$ cat config.mk
export PLATFORM = sky130hd
export DESIGN_NAME = regfile_write_arbiter
export DESIGN_NICKNAME = d
export VERILOG_FILES = /design/src/rtl/regfile_write_arbiter.sv
export SDC_FILE = /design/constraint.sdc
export NUM_CORES = 1
export LEC_CHECK = 0
export CAP_MARGIN = 20
export CELL_PAD_IN_SITES_DETAIL_PLACEMENT = 0
export CELL_PAD_IN_SITES_GLOBAL_PLACEMENT = 2
export CORE_UTILIZATION = 22
export DETAILED_ROUTE_END_ITERATION = 10
export MAX_ROUTING_LAYER = met4
export PLACE_DENSITY_LB_ADDON = 0.1
export SLEW_MARGIN = 20
export SYNTH_ARGS = -nofsm -noshare
export SYNTH_HDL_FRONTEND = slang
export SYNTH_SLANG_ARGS = --single-unit
$ cat constraint.sdc
create_clock -name clk -period 4.85 [get_ports clk]
set_clock_uncertainty 0.1 [all_clocks]
set_input_delay 0.7275 -clock clk [delete_from_list [all_inputs] [get_ports clk]]
set_output_delay 0.7275 -clock clk [all_outputs]
set_load 0.01 [all_outputs]
$ cat src/rtl/regfile_write_arbiter.sv
// Register-file write-port arbiter: round-robin between ALU (A) and load (B)
// writeback, one registered write per cycle, register-0 writes swallowed,
// saturating conflict counter for performance debug.
module regfile_write_arbiter #(
  parameter int unsigned WIDTH = 32,
  parameter int unsigned ADDR  = 5,
  parameter int unsigned CNT_W = 8
) (
  input  logic             clk,
  input  logic             rst,
  input  logic             stall,
  input  logic             a_valid,
  input  logic [ADDR-1:0]  a_addr,
  input  logic [WIDTH-1:0] a_data,
  output logic             a_ready,
  input  logic             b_valid,
  input  logic [ADDR-1:0]  b_addr,
  input  logic [WIDTH-1:0] b_data,
  output logic             b_ready,
  output logic             wr_load,
  output logic [ADDR-1:0]  wr_addr,
  output logic [WIDTH-1:0] wr_data,
  output logic             prio_b,
  output logic [CNT_W-1:0] conflict_cnt
);

  localparam logic [CNT_W-1:0] CNT_MAX = {CNT_W{1'b1}};

  typedef enum logic {
    PREF_A = 1'b0,
    PREF_B = 1'b1
  } arb_state_t;

  arb_state_t state;

  logic             arb_en;
  logic             conflict;
  logic             grant_a;
  logic             grant_b;
  logic [ADDR-1:0]  sel_addr;
  logic [WIDTH-1:0] sel_data;

  // Grant decision: preferred side wins a conflict; reset and stall block all grants
  always_comb begin
    arb_en   = !rst && !stall;
    conflict = a_valid && b_valid;
    grant_a  = 1'b0;
    grant_b  = 1'b0;
    if (arb_en) begin
      if (conflict) begin
        grant_a = (state == PREF_A);
        grant_b = (state == PREF_B);
      end else begin
        grant_a = a_valid;
        grant_b = b_valid;
      end
    end
    sel_addr = grant_b ? b_addr : a_addr;
    sel_data = grant_b ? b_data : a_data;
  end

  assign a_ready = grant_a;
  assign b_ready = grant_b;
  assign prio_b  = (state == PREF_B);

  // Arbitration state, output stage and conflict counter
  always_ff @(posedge clk) begin
    if (rst) begin
      state        <= PREF_A;
      wr_load      <= 1'b0;
      wr_addr      <= '0;
      wr_data      <= '0;
      conflict_cnt <= '0;
    end else begin
      if (grant_a || grant_b) begin
        wr_addr <= sel_addr;
        wr_data <= sel_data;
        // Register 0 is hardwired; the slot is consumed but nothing is written
        wr_load <= (sel_addr != '0);
        if (conflict) begin
          state <= grant_a ? PREF_B : PREF_A;
        end
      end else begin
        wr_load <= 1'b0;
      end
      if (arb_en && conflict && (conflict_cnt != CNT_MAX)) begin
        conflict_cnt <= conflict_cnt + CNT_W'(1);
      end
    end
  end

endmodule

Word-level counts from Yosys, hierarchy flattened
Index checks and enable logic that the tools add are counted.
- register bits after elaboration: 47
- latch bits: 0
- memory bits (writable): 0
- memory bits (read-only): 0
- bits of input ports: 79
- output and inout bits: 49
- logic and storage cells: 26
- memories: 0
- add/sub/neg operators: 1
- $mul: 0
- divide/modulo/power cells: 0
- magnitude comparators: 0
- eq/ne operators: 1
- shifts and indexed selects: 0
- muxes and demuxes: 7
- bitwise operators: 2
- reduce and logical (&&, ||, !) cells: 10
- operator list (kind ; number):
    32-bit 2-to-1 mux ; 1
    8-bit by 1-bit adder with 8-bit output, second input constant ; 1
    8-bit != test, second input constant ; 1
    1-bit 2-to-1 mux ; 5
    5-bit 2-to-1 mux ; 1
    5-bit nonzero test ; 1
    1-bit logical AND ; 4
    1-bit zero test ; 2
    1-bit inverter ; 2
    2-bit AND reduction ; 1
    2-bit OR reduction ; 1
    1-bit logical OR ; 1

Depth between registers and ports, before layout
Gate-level depths: netlist of the first run.
- depth after elaboration: 6
- gate-level depth with buffers: 5
- depth with buffers taken out: 4

Worst setup path after synthesis of the first run
No wires, ideal clock.
- path kind: input -> output
- start: input stall
- end: output b_ready
- data arrival time: 1733 ps
- data required time: 4023 ps
- slack: 2290 ps
- cell stages on the path: 5
- path buffers: 2
- cells stage by stage: or3b_1 > or2_1 > buf_4 > buf_6 > inv_1
- longest elaborated chain between the ends: 3
- ends and longest elaborated chain (item ; line ; RTL):
    from (decl) ; 11 ; input logic stall,
    1-bit zero test ; 45 ; arb_en = !rst && !stall;
    1-bit logical AND ; 45 ;
    1-bit 2-to-1 mux ; 49 ; if (arb_en) begin
    to (decl) ; 19 ; output logic b_ready,
No other way between the ends.

Worst setup path in the final report of the first run
- start: input b_valid
- end: output b_ready
- longest elaborated chain between the ends: 3
- ends and longest elaborated chain (item ; line ; RTL):
    from (decl) ; 16 ; input logic b_valid,
    1-bit logical AND ; 46 ; conflict = a_valid && b_valid;
    1-bit 2-to-1 mux (*) ; 50 ; if (conflict) begin
    1-bit 2-to-1 mux (*) ; 49 ;
Mark *: on every way between the ends. The rest lies on a longest branch, timed or not.

==> run metrics, run 1 <==
crit-path max cell delay 0.57 ns; number of diodes 0; Rows 37; largest net degree at the start of global routing 51; Final setup viols 0; CORE AREA 10300 um2; Final ANT Viol Nets 0; Unique masters post-synth 38; Hold Slack 0.420 ns; Mapped Avg Cell Area 8.45 um2; Routed Wire Length 9460 um; CTS buffer count 5; vias in the first global route 2701; status completed; critical-path cell list clkdlybuf4s50_1, or3b_1, or2_1, inv_1, clkdlybuf4s50_1; Slew headroom 0.299; Final GP Congestion 0.723; Clk pwr share 0.300; FF-to-FF End conflict_cnt[1]; net switching fraction of the power 0.275; cell repeated most along the worst path clkdlybuf4s50_1; Detailed Place HPWL 5620 um; first-pass GRT wire length 14900 um; drc violations 0; DRT met1 WL 4280 um; Area Growth Syn to Fin 61.9%; Post-synth EDFFs 0; Clock Latency Late Sink 0.30 ns; RSZ-0062 raised after global routing no; Tmin final 3.38 ns; TritonCTS clock tree yes; kind of critical path input port to output pin; fin nets 464; maximum capacitance violations 0; highest clock rate 296 MHz; Clock Pin Slew Worst Setup and Hold Paths 0.09 ns; Worst VDD drop 0.0936 mV; Die X 105 um; DR iter-0 viols 99; worst-path maximum fanout 5; Starting Density 0.228; initial antenna violation count 0; clk buf depth 2; Top Layer Used met4; TritonRoute pass-1 iters 5; Async SR Flop Fraction 0; CTS root buf clkbuf_8; Syn Std Cell Area 2350 um2; die area 11100 um2; worst-margin pin slew 1.05 ns; Pwr Density 238 nW/um2; Slew Limit Fails 0; dpl ws 1.44 ns; # clock sinks 47; crit end category output pin; Top Ports 128; ratio of cells with drive above 1 in the final layout 0.0701; fin cells 521; setup TNS 0 ns; hold path endpoint conflict_cnt[0]; CP startpoint kind input port; crit-path leading delay family buffers and inverters; Synth Register Bits 47; WHS Path Cells 1; PortBufs 127; CP max-delay cell clkdlybuf4s50_1; Vias/cell 5.13; Worst Path Arrival 2.55 ns; Hold Path Class flip-flop to flip-flop; period utilization 0.696; met2 wire len 4580 um; met3 WL post-DR 518 um; Vias 2674; flop-to-flop setup slack 2.97 ns; CTS Hold Buffers Added 0; Yosys Warn Count 0; static leakage 1.20 nW; Post-Syn Instances 278; ys flop type dfxtp_1; Core Util, Final 0.368; Worst R2R Path Depth 4; Critical Path RT 4.02 ns; die height 105 um; CP Buf/Inv Count 3; syn_nets 358; Critical R2R Launch conflict_cnt[0]; Internal 0.000657 W; total gr overflow 0; post-CTS setup buffers 0; Post-CTS Resized 0; Final Hold Viols 0; Seq/Total Area, Yosys 0.400; dpl cells 513; GR Util All Layers 0.178; post-route setup slack 1.47 ns; sequential power share 0.463; H-tree depth 2; HP Start conflict_cnt[0]; NetSw 0.000249 W; WL/cell 18.1 um; logic gate share of total power 0.237
==> cell type report <==
| type | instances | area, um2 |
|---|---|---|
| flip-flops and latches | 47 | 941 |
| multi-input cells | 197 | 1280 |
| well taps | 136 | 170 |
| clock buffers | 8 | 100 |
| fillers | 1058 | 6520 |
| repair buffers | 132 | 1300 |
| inverters | 1 | 3.75 |
==> Yosys cell counts, types with 5 or more instances <==
| library cell | number | share of area |
|---|---|---|
| a2111oi_0 | 29 | 0.11 |
| a2111oi_2 | 8 | 0.051 |
| a21oi_1 | 39 | 0.083 |
| buf_2 | 6 | 0.013 |
| clkbuf_1 | 23 | 0.037 |
| dfxtp_1 | 47 | 0.40 |
| nor2_1 | 5 | 0.0080 |
| nor3_1 | 74 | 0.16 |
==> kinds of logic after synthesis <==
family / after synthesis / synth area share
AOI/OAI and AO/OA: 90 / 0.288
xor gates and xnor gates: 1 / 0.00373
adders and majority gates: 1 / 0.00532
buffers and inverters: 34 / 0.0623
DFF: 47 / 0.400
muxes: 3 / 0.0133
and+or+nand+nor: 102 / 0.227
==> worst reg2reg max path, delay by kind of cell, from the launching register on <==
| family | cells | cell delay, ns |
|---|---|---|
| DFF | 1 | 0.41 |
| adders and majority gates | 1 | 0.22 |
| and+or+nand+nor | 1 | 0.26 |
| muxes | 1 | 0.38 |
| AOI/OAI and AO/OA | 1 | 0.41 |
==> power groups by stage <==
stage               sequential, W  combinational [W]  clock, W
global placement         0.000429           0.000217         0
global route             0.000422           0.000232  0.000298
finish                   0.000420           0.000214  0.000272
CTS                      0.000420           0.000217  0.000284
detailed placement       0.000428           0.000216         0
floorplan                0.000437          0.0000730         0
==> flip-flops by register name, summed over array words and instances (netlist names) <==
signal and flops:
wr_load 1, conflict_cnt 8, wr_addr 5, wr_data 32
prio_b 1
==> per-stage QoR <==
step	cell area [um2]	total power [W]
3_5_place_dp	3700	0.000644
4_1_cts	3800	0.000921
6_report	3800	0.000906
3_3_place_gp	3700	0.000645
5_1_grt	3800	0.000953
2_1_floorplan	2350	0.000510
==> worst max path at each step <==
stage / startpoint / endpoint / slack [ns] / depth (start not counted)
floorplan: stall / b_ready / 2.29 / 5
global placement: rst / b_ready / 1.43 / 5
detailed placement: rst / b_ready / 1.44 / 5
CTS: rst / b_ready / 1.43 / 5
global route: rst / b_ready / 1.31 / 5
finish: b_valid / b_ready / 1.47 / 5
==> cells in the final DEF, fill, tap and decap left out, drive strengths merged <==
cell,Yosys,final
or4,2,2
a41oi,1,1
o21ai,1,1
xnor2,1,1
and3,2,2
buf,10,6
a2111oi,37,37
nand3,1,1
a21oi,39,39
clkbuf,23,8
a211oi,3,3
clkdlybuf4s50,0,126
nor3,74,74
mux2,1,1
or3b,1,1
and2,3,3
inv,1,1
o211ai,1,1
nand2,3,3
nor2b,2,2
mux2i,2,2
nand4,1,1
a31oi,3,3
o21a,1,1
nor4,1,1
ha,1,1
dfxtp,47,47
nor2,5,5
nor3b,1,1
nand2b,2,2
or2,3,3
nor4bb,1,1
o211a,1,1
a311oi,3,3
==> routing by layer <==
metal,GRT usage,up-vias
li1,-,1306
met1,0.221,1273
met2,0.296,90
met3,0.0383,5
met4,0.0402,0
met5,-,-
Power figures use the tool's default switching activity.
==> run 2, diff against run 1 <==
Settings changed: CORE_UTILIZATION 22 to 19.
Clock period 4.85 ns to 3.1 ns, I/O delays scaled along.
==> run 2 against run 1 <==
  * Clock power increased by 99%
  * Final cell count increased by 3.3%
  * Wire length increased by 3.8%
  * Critical path depth unchanged
  * Die area increased by 15%
  * Sequential cell count unchanged
  * Combinational power increased by 62%
  * Worst hold slack got worse by 0.011 ns
  * Total power increased by 70%
  * Design area increased by 3.2%
==> run metrics, run 2 (same netlist as run 1, synthesis figures left out) <==
status completed (unchanged); maximum capacitance violations 0 (unchanged); WL/cell 18.2 um (was 18.1 um); crit end category output pin (unchanged); most common cell after layout, fill and taps aside clkdlybuf4s50_1 (unchanged); ratio of cells with drive above 1 in the final layout 0.0870 (was 0.0701); Area Growth Syn to Fin 67.0% (was 61.9%); biggest regs wr_data: 32 flops, conflict_cnt: 8 flops, wr_addr: 5 flops (unchanged); Rows 40 (was 37); highest clock rate 343 MHz; worst-margin pin slew 0.597 ns (was 1.05 ns); CP startpoint kind input port (unchanged); Clock Pin Slew Worst Setup and Hold Paths 0.07 ns (was 0.09 ns); die area 12800 um2 (was 11100 um2); clk buf depth 2 (unchanged); CORE AREA 12000 um2 (was 10300 um2); Clk pwr share 0.350 (was 0.300); vias in the first global route 2699 (was 2701); total power 0.00154 W (was 0.000906 W); net switching fraction of the power 0.268 (was 0.275); CTS root buf clkbuf_16 (was clkbuf_8); largest register by flop count wr_data (unchanged); area of the multi-input gates 1280 um2 (unchanged); Top Ports 128 (unchanged); Final Hold Viols 0 (unchanged); fin nets 470 (was 464); PortBufs 127 (unchanged); total gr overflow 0 (unchanged); Pwr Density 393 nW/um2 (was 238 nW/um2); DR iter-0 viols 156 (was 99); fin cells 538 (was 521); Final GP Congestion 0.702 (was 0.723); Slew Limit Fails 0 (unchanged); HP Start conflict_cnt[0] (unchanged); Internal 0.00113 W (was 0.000657 W); TritonCTS clock tree yes (unchanged); drc violations 0 (unchanged); Tmin final 2.92 ns; largest net degree at the start of global routing 50 (was 51); first-pass GRT wire length 15200 um (was 14900 um); max FFs per register 32 (unchanged); Final setup viols 0 (unchanged); worst-path maximum fanout 2 (was 5); period utilization 0.942; NetSw 0.000413 W (was 0.000249 W); Core Util, Final 0.327 (was 0.368); Starting Density 0.196 (was 0.228); Critical R2R Launch prio_b (was conflict_cnt[0]); Worst VDD drop 0.205 mV (was 0.0936 mV); Vias/cell 5.02 (was 5.13); Hold Path Class flip-flop to flip-flop (unchanged); die height 113 um (was 105 um); kind of critical path input port to output pin (unchanged); Routed Wire Length 9820 um (was 9460 um); H-tree depth 2 (unchanged); CTS Hold Buffers Added 0 (unchanged); start point of the critical path b_valid (unchanged); Die X 113 um (was 105 um); setup TNS 0 ns (unchanged); post-CTS setup buffers 0 (unchanged); Critical Path RT 2.53 ns (was 4.02 ns); initial antenna violation count 0 (unchanged); Post-CTS Resized 0 (unchanged); # clock sinks 47 (unchanged); dpl cells 530 (was 513); number of diodes 0 (unchanged); Filler cells 1270 (was 1058); dpl ws 0.163 ns (was 1.44 ns); RSZ-0062 raised after global routing no (unchanged); Detailed Place HPWL 5990 um (was 5620 um); Final ANT Viol Nets 0 (unchanged); sequential power share 0.425 (was 0.463); Register Area 941 um2 (unchanged); CTS buffer count 5 (unchanged); Worst Path Arrival 2.35 ns (was 2.55 ns); TritonRoute pass-1 iters 4 (was 5); GR Util All Layers 0.159 (was 0.178); post-route setup slack 0.181 ns (was 1.47 ns); Slew headroom 0.602 (was 0.299); Vias 2699 (was 2674); highest-count cells in the layout ignoring fill and taps clkdlybuf4s50_1 (126), nor3_1 (74), dfxtp_1 (47), a21oi_1 (39), a2111oi_0 (29) (unchanged); Clock Latency Late Sink 0.29 ns (was 0.30 ns); static leakage 1.26 nW (was 1.20 nW); logic gate share of total power 0.224 (was 0.237)
[run 2: area by class of cell]
class / count / share of cell area
Timing Repair Buffer: 138 / 0.350
Sequential cell: 47 / 0.240
Multi-Input combinational cell: 197 / 0.327
Inverter: 1 / 0.000956
Clock buffer: 7 / 0.0338
Clock inverter: 1 / 0.00128
Tap cell: 147 / 0.0469
[run 2: critical path, cell delays in order]
cell and delay (ns):
clkdlybuf4s50_1 0.47, or3b_2 0.48, or2_2 0.31, inv_1 0.09
clkdlybuf4s50_1 0.54
[run 2: stage by stage]
| stage | hold slack (ns) | cell area, um2 |
|---|---|---|
| final | 0.410 | 3930 |
| after global routing | 0.430 | 3930 |
| after CTS | 0.417 | 3930 |
| after detailed placement | 0.399 | 3790 |
| after global placement | 0.385 | 3790 |
| after floorplan | 0.401 | 2350 |
[run 2: worst paths after layout]
check | to | slack, ns | depth (start not counted)
min | conflict_cnt[0] | 0.41 | 1
min reg2reg | conflict_cnt[0] | 0.41 | 1
max | b_ready | 0.18 | 5
max reg2reg | wr_data[24] | 1.30 | 4
[run 2: power groups by stage]
stage | Clock, W | Sequential (W) | Combinational, W
2_1_floorplan | 0 | 0.000684 | 0.000114
3_3_place_gp | 0 | 0.000670 | 0.000353
3_5_place_dp | 0 | 0.000670 | 0.000350
4_1_cts | 0.000566 | 0.000657 | 0.000351
5_1_grt | 0.000587 | 0.000661 | 0.000374
6_report | 0.000541 | 0.000656 | 0.000346
[run 2: per-layer routing]
layer / part of all wire / GRT usage
met5: 0 / -
met4: 0.0075 / 0.0421
met3: 0.063 / 0.0375
met2: 0.47 / 0.252
met1: 0.46 / 0.203
==> run 3, diff against run 2 <==
Settings changed: HOLD_SLACK_MARGIN from default to 0.03, PLACE_DENSITY_LB_ADDON 0.1 to 0.12.
==> run 3 against run 2 <==
  * Sequential power hardly changed
  * Design area is 0.86% higher
  * Sequential share of layout area is 0.20 points lower
  * Combinational power is 1% higher
  * Clock power is 13% higher
  * Worst hold slack worse by 0.0093 ns
  * First-iteration DRC count is 3.2% lower
  * Sequential cell count stayed put
  * Largest cell class unchanged
  * Largest power group unchanged
==> run metrics, run 3 (same netlist as run 1, synthesis figures left out) <==
status completed (unchanged); Worst Path Arrival 2.27 ns (was 2.35 ns); Final setup viols 0 (unchanged); kind of critical path input port to output pin (unchanged); Clock Pin Slew Worst Setup and Hold Paths 0.06 ns (was 0.07 ns); Detailed Place HPWL 6120 um (was 5990 um); number of diodes 0 (unchanged); period utilization 0.914 (was 0.942); Placed Area 3800 um2 (was 3790 um2); Slew headroom 0.609 (was 0.602); Final Hold Viols 0 (unchanged); Rows 40 (unchanged); Vias 2728 (was 2699); vias in the first global route 2798 (was 2699); fin nets 470 (unchanged); initial antenna violation count 0 (unchanged); TritonRoute pass-1 iters 4 (unchanged); most common cell after layout, fill and taps aside clkdlybuf4s50_1 (unchanged); crit end category output pin (unchanged); worst-margin pin slew 0.586 ns (was 0.597 ns); RSZ-0062 raised after global routing no (unchanged); post-CTS setup buffers 0 (unchanged); Filler cells 1267 (was 1270); Hold Slack 0.400 ns (was 0.410 ns); Die X 113 um (unchanged); CTS root buf clkbuf_16 (unchanged); GR Util All Layers 0.160 (was 0.159); ratio of cells with drive above 1 in the final layout 0.0846 (was 0.0870); Pwr Density 409 nW/um2 (was 393 nW/um2); Slew Limit Fails 0 (unchanged); highest clock rate 353 MHz (was 343 MHz); static leakage 1.27 nW (was 1.26 nW); Area Growth Syn to Fin 68.5% (was 67.0%); CORE AREA 12000 um2 (unchanged); worst-path maximum fanout 2 (unchanged); Top Ports 128 (unchanged); PortBufs 127 (unchanged); Worst VDD drop 0.210 mV (was 0.205 mV); die height 113 um (unchanged); Tmin final 2.83 ns (was 2.92 ns); die area 12800 um2 (unchanged); first-pass GRT wire length 15400 um (was 15200 um); setup TNS 0 ns (unchanged); drc violations 0 (unchanged); post-route design area 3960 um2 (was 3930 um2); max FFs per register 32 (unchanged); Hold Path Class flip-flop to flip-flop (unchanged); Critical Path RT 2.53 ns (about the same); Vias/cell 5.08 (was 5.02); largest net degree at the start of global routing 50 (unchanged); DR iter-0 viols 151 (was 156); # clock sinks 47 (unchanged); Final ANT Viol Nets 0 (unchanged); clk buf depth 2 (unchanged); CP startpoint kind input port (unchanged); Starting Density 0.196 (unchanged); CTS Hold Buffers Added 0 (unchanged); highest-count cells in the layout ignoring fill and taps clkdlybuf4s50_1 (126), nor3_1 (74), dfxtp_1 (47), a21oi_1 (39), a2111oi_0 (29) (unchanged); maximum capacitance violations 0 (unchanged); Post-CTS Resized 0 (unchanged); Clock Latency Late Sink 0.29 ns (about the same); biggest regs wr_data: 32 flops, conflict_cnt: 8 flops, wr_addr: 5 flops (unchanged); TritonCTS clock tree yes (unchanged); Final GP Congestion 0.719 (was 0.702); Routed Wire Length 9780 um (was 9820 um); WL/cell 18.2 um (about the same); largest register by flop count wr_data (unchanged); H-tree depth 2 (unchanged); CTS buffer count 5 (unchanged); total gr overflow 0 (unchanged)
## run 3: changes by cell type in the layout (fill, tap and decap cells not counted)
cell / change
or3b_1: +1
bufinv_16: +1
buf_4: -1
buf_12: +1
or3b_2: -1
clkinv_2: -1
clkbuf_1: -1
## run 3: cell type report
cell class	instances	area, um2	share of cell area
Clock inverter	1	30.0	0.00759
Tap cell	147	184	0.0465
Timing Repair Buffer	138	1390	0.350
Inverter	1	3.75	0.000948
Sequential cell	47	941	0.238
Multi-Input combinational cell	197	1280	0.325
Clock buffer	6	129	0.0326
## run 3: critical path, cell delays in order
cell             delay, ns
clkdlybuf4s50_1       0.47
or3b_1                0.38
or2_2                 0.32
inv_1                 0.10
clkdlybuf4s50_1       0.54
## run 3: layer usage
layer	up-vias	global-route usage	routed length (um)
met4	0	0.0447	123
met5	-	-	0
met3	8	0.0412	624
met1	1310	0.197	4470
li1	1305	-	-
met2	105	0.260	4560
## run 3: where the power goes
| part | total, W | switching [W] | internal, W |
|---|---|---|---|
| clock | 0.000611 | 0.000234 | 0.000377 |
| combinational | 0.000351 | 0.000155 | 0.000196 |
| sequential | 0.000657 | 0.0000189 | 0.000638 |
| total | 0.00162 | 0.000408 | 0.00121 |
## run 3: path summary, 6_finish.rpt
path	depth (start not counted)	startpoint	endpoint	slack, ns
worst max-delay path	5	b_valid	b_ready	0.27
worst min-delay path	1	conflict_cnt[2]	conflict_cnt[2]	0.40
worst max register to register	4	prio_b	wr_addr[4]	1.26
worst min register to register	1	conflict_cnt[2]	conflict_cnt[2]	0.40
## run 3: through the flow
stage / util / setup slack, ns / total power, W / std cells
after CTS: 0.330 / 0.249 / 0.00165 / 537
after floorplan: - / 1.06 / 0.000798 / 278
after detailed placement: 0.316 / 0.264 / 0.00102 / 530
after global routing: 0.330 / 0.206 / 0.00170 / 537
after global placement: 0.316 / 0.253 / 0.00103 / 530
final: 0.330 / 0.266 / 0.00162 / 537
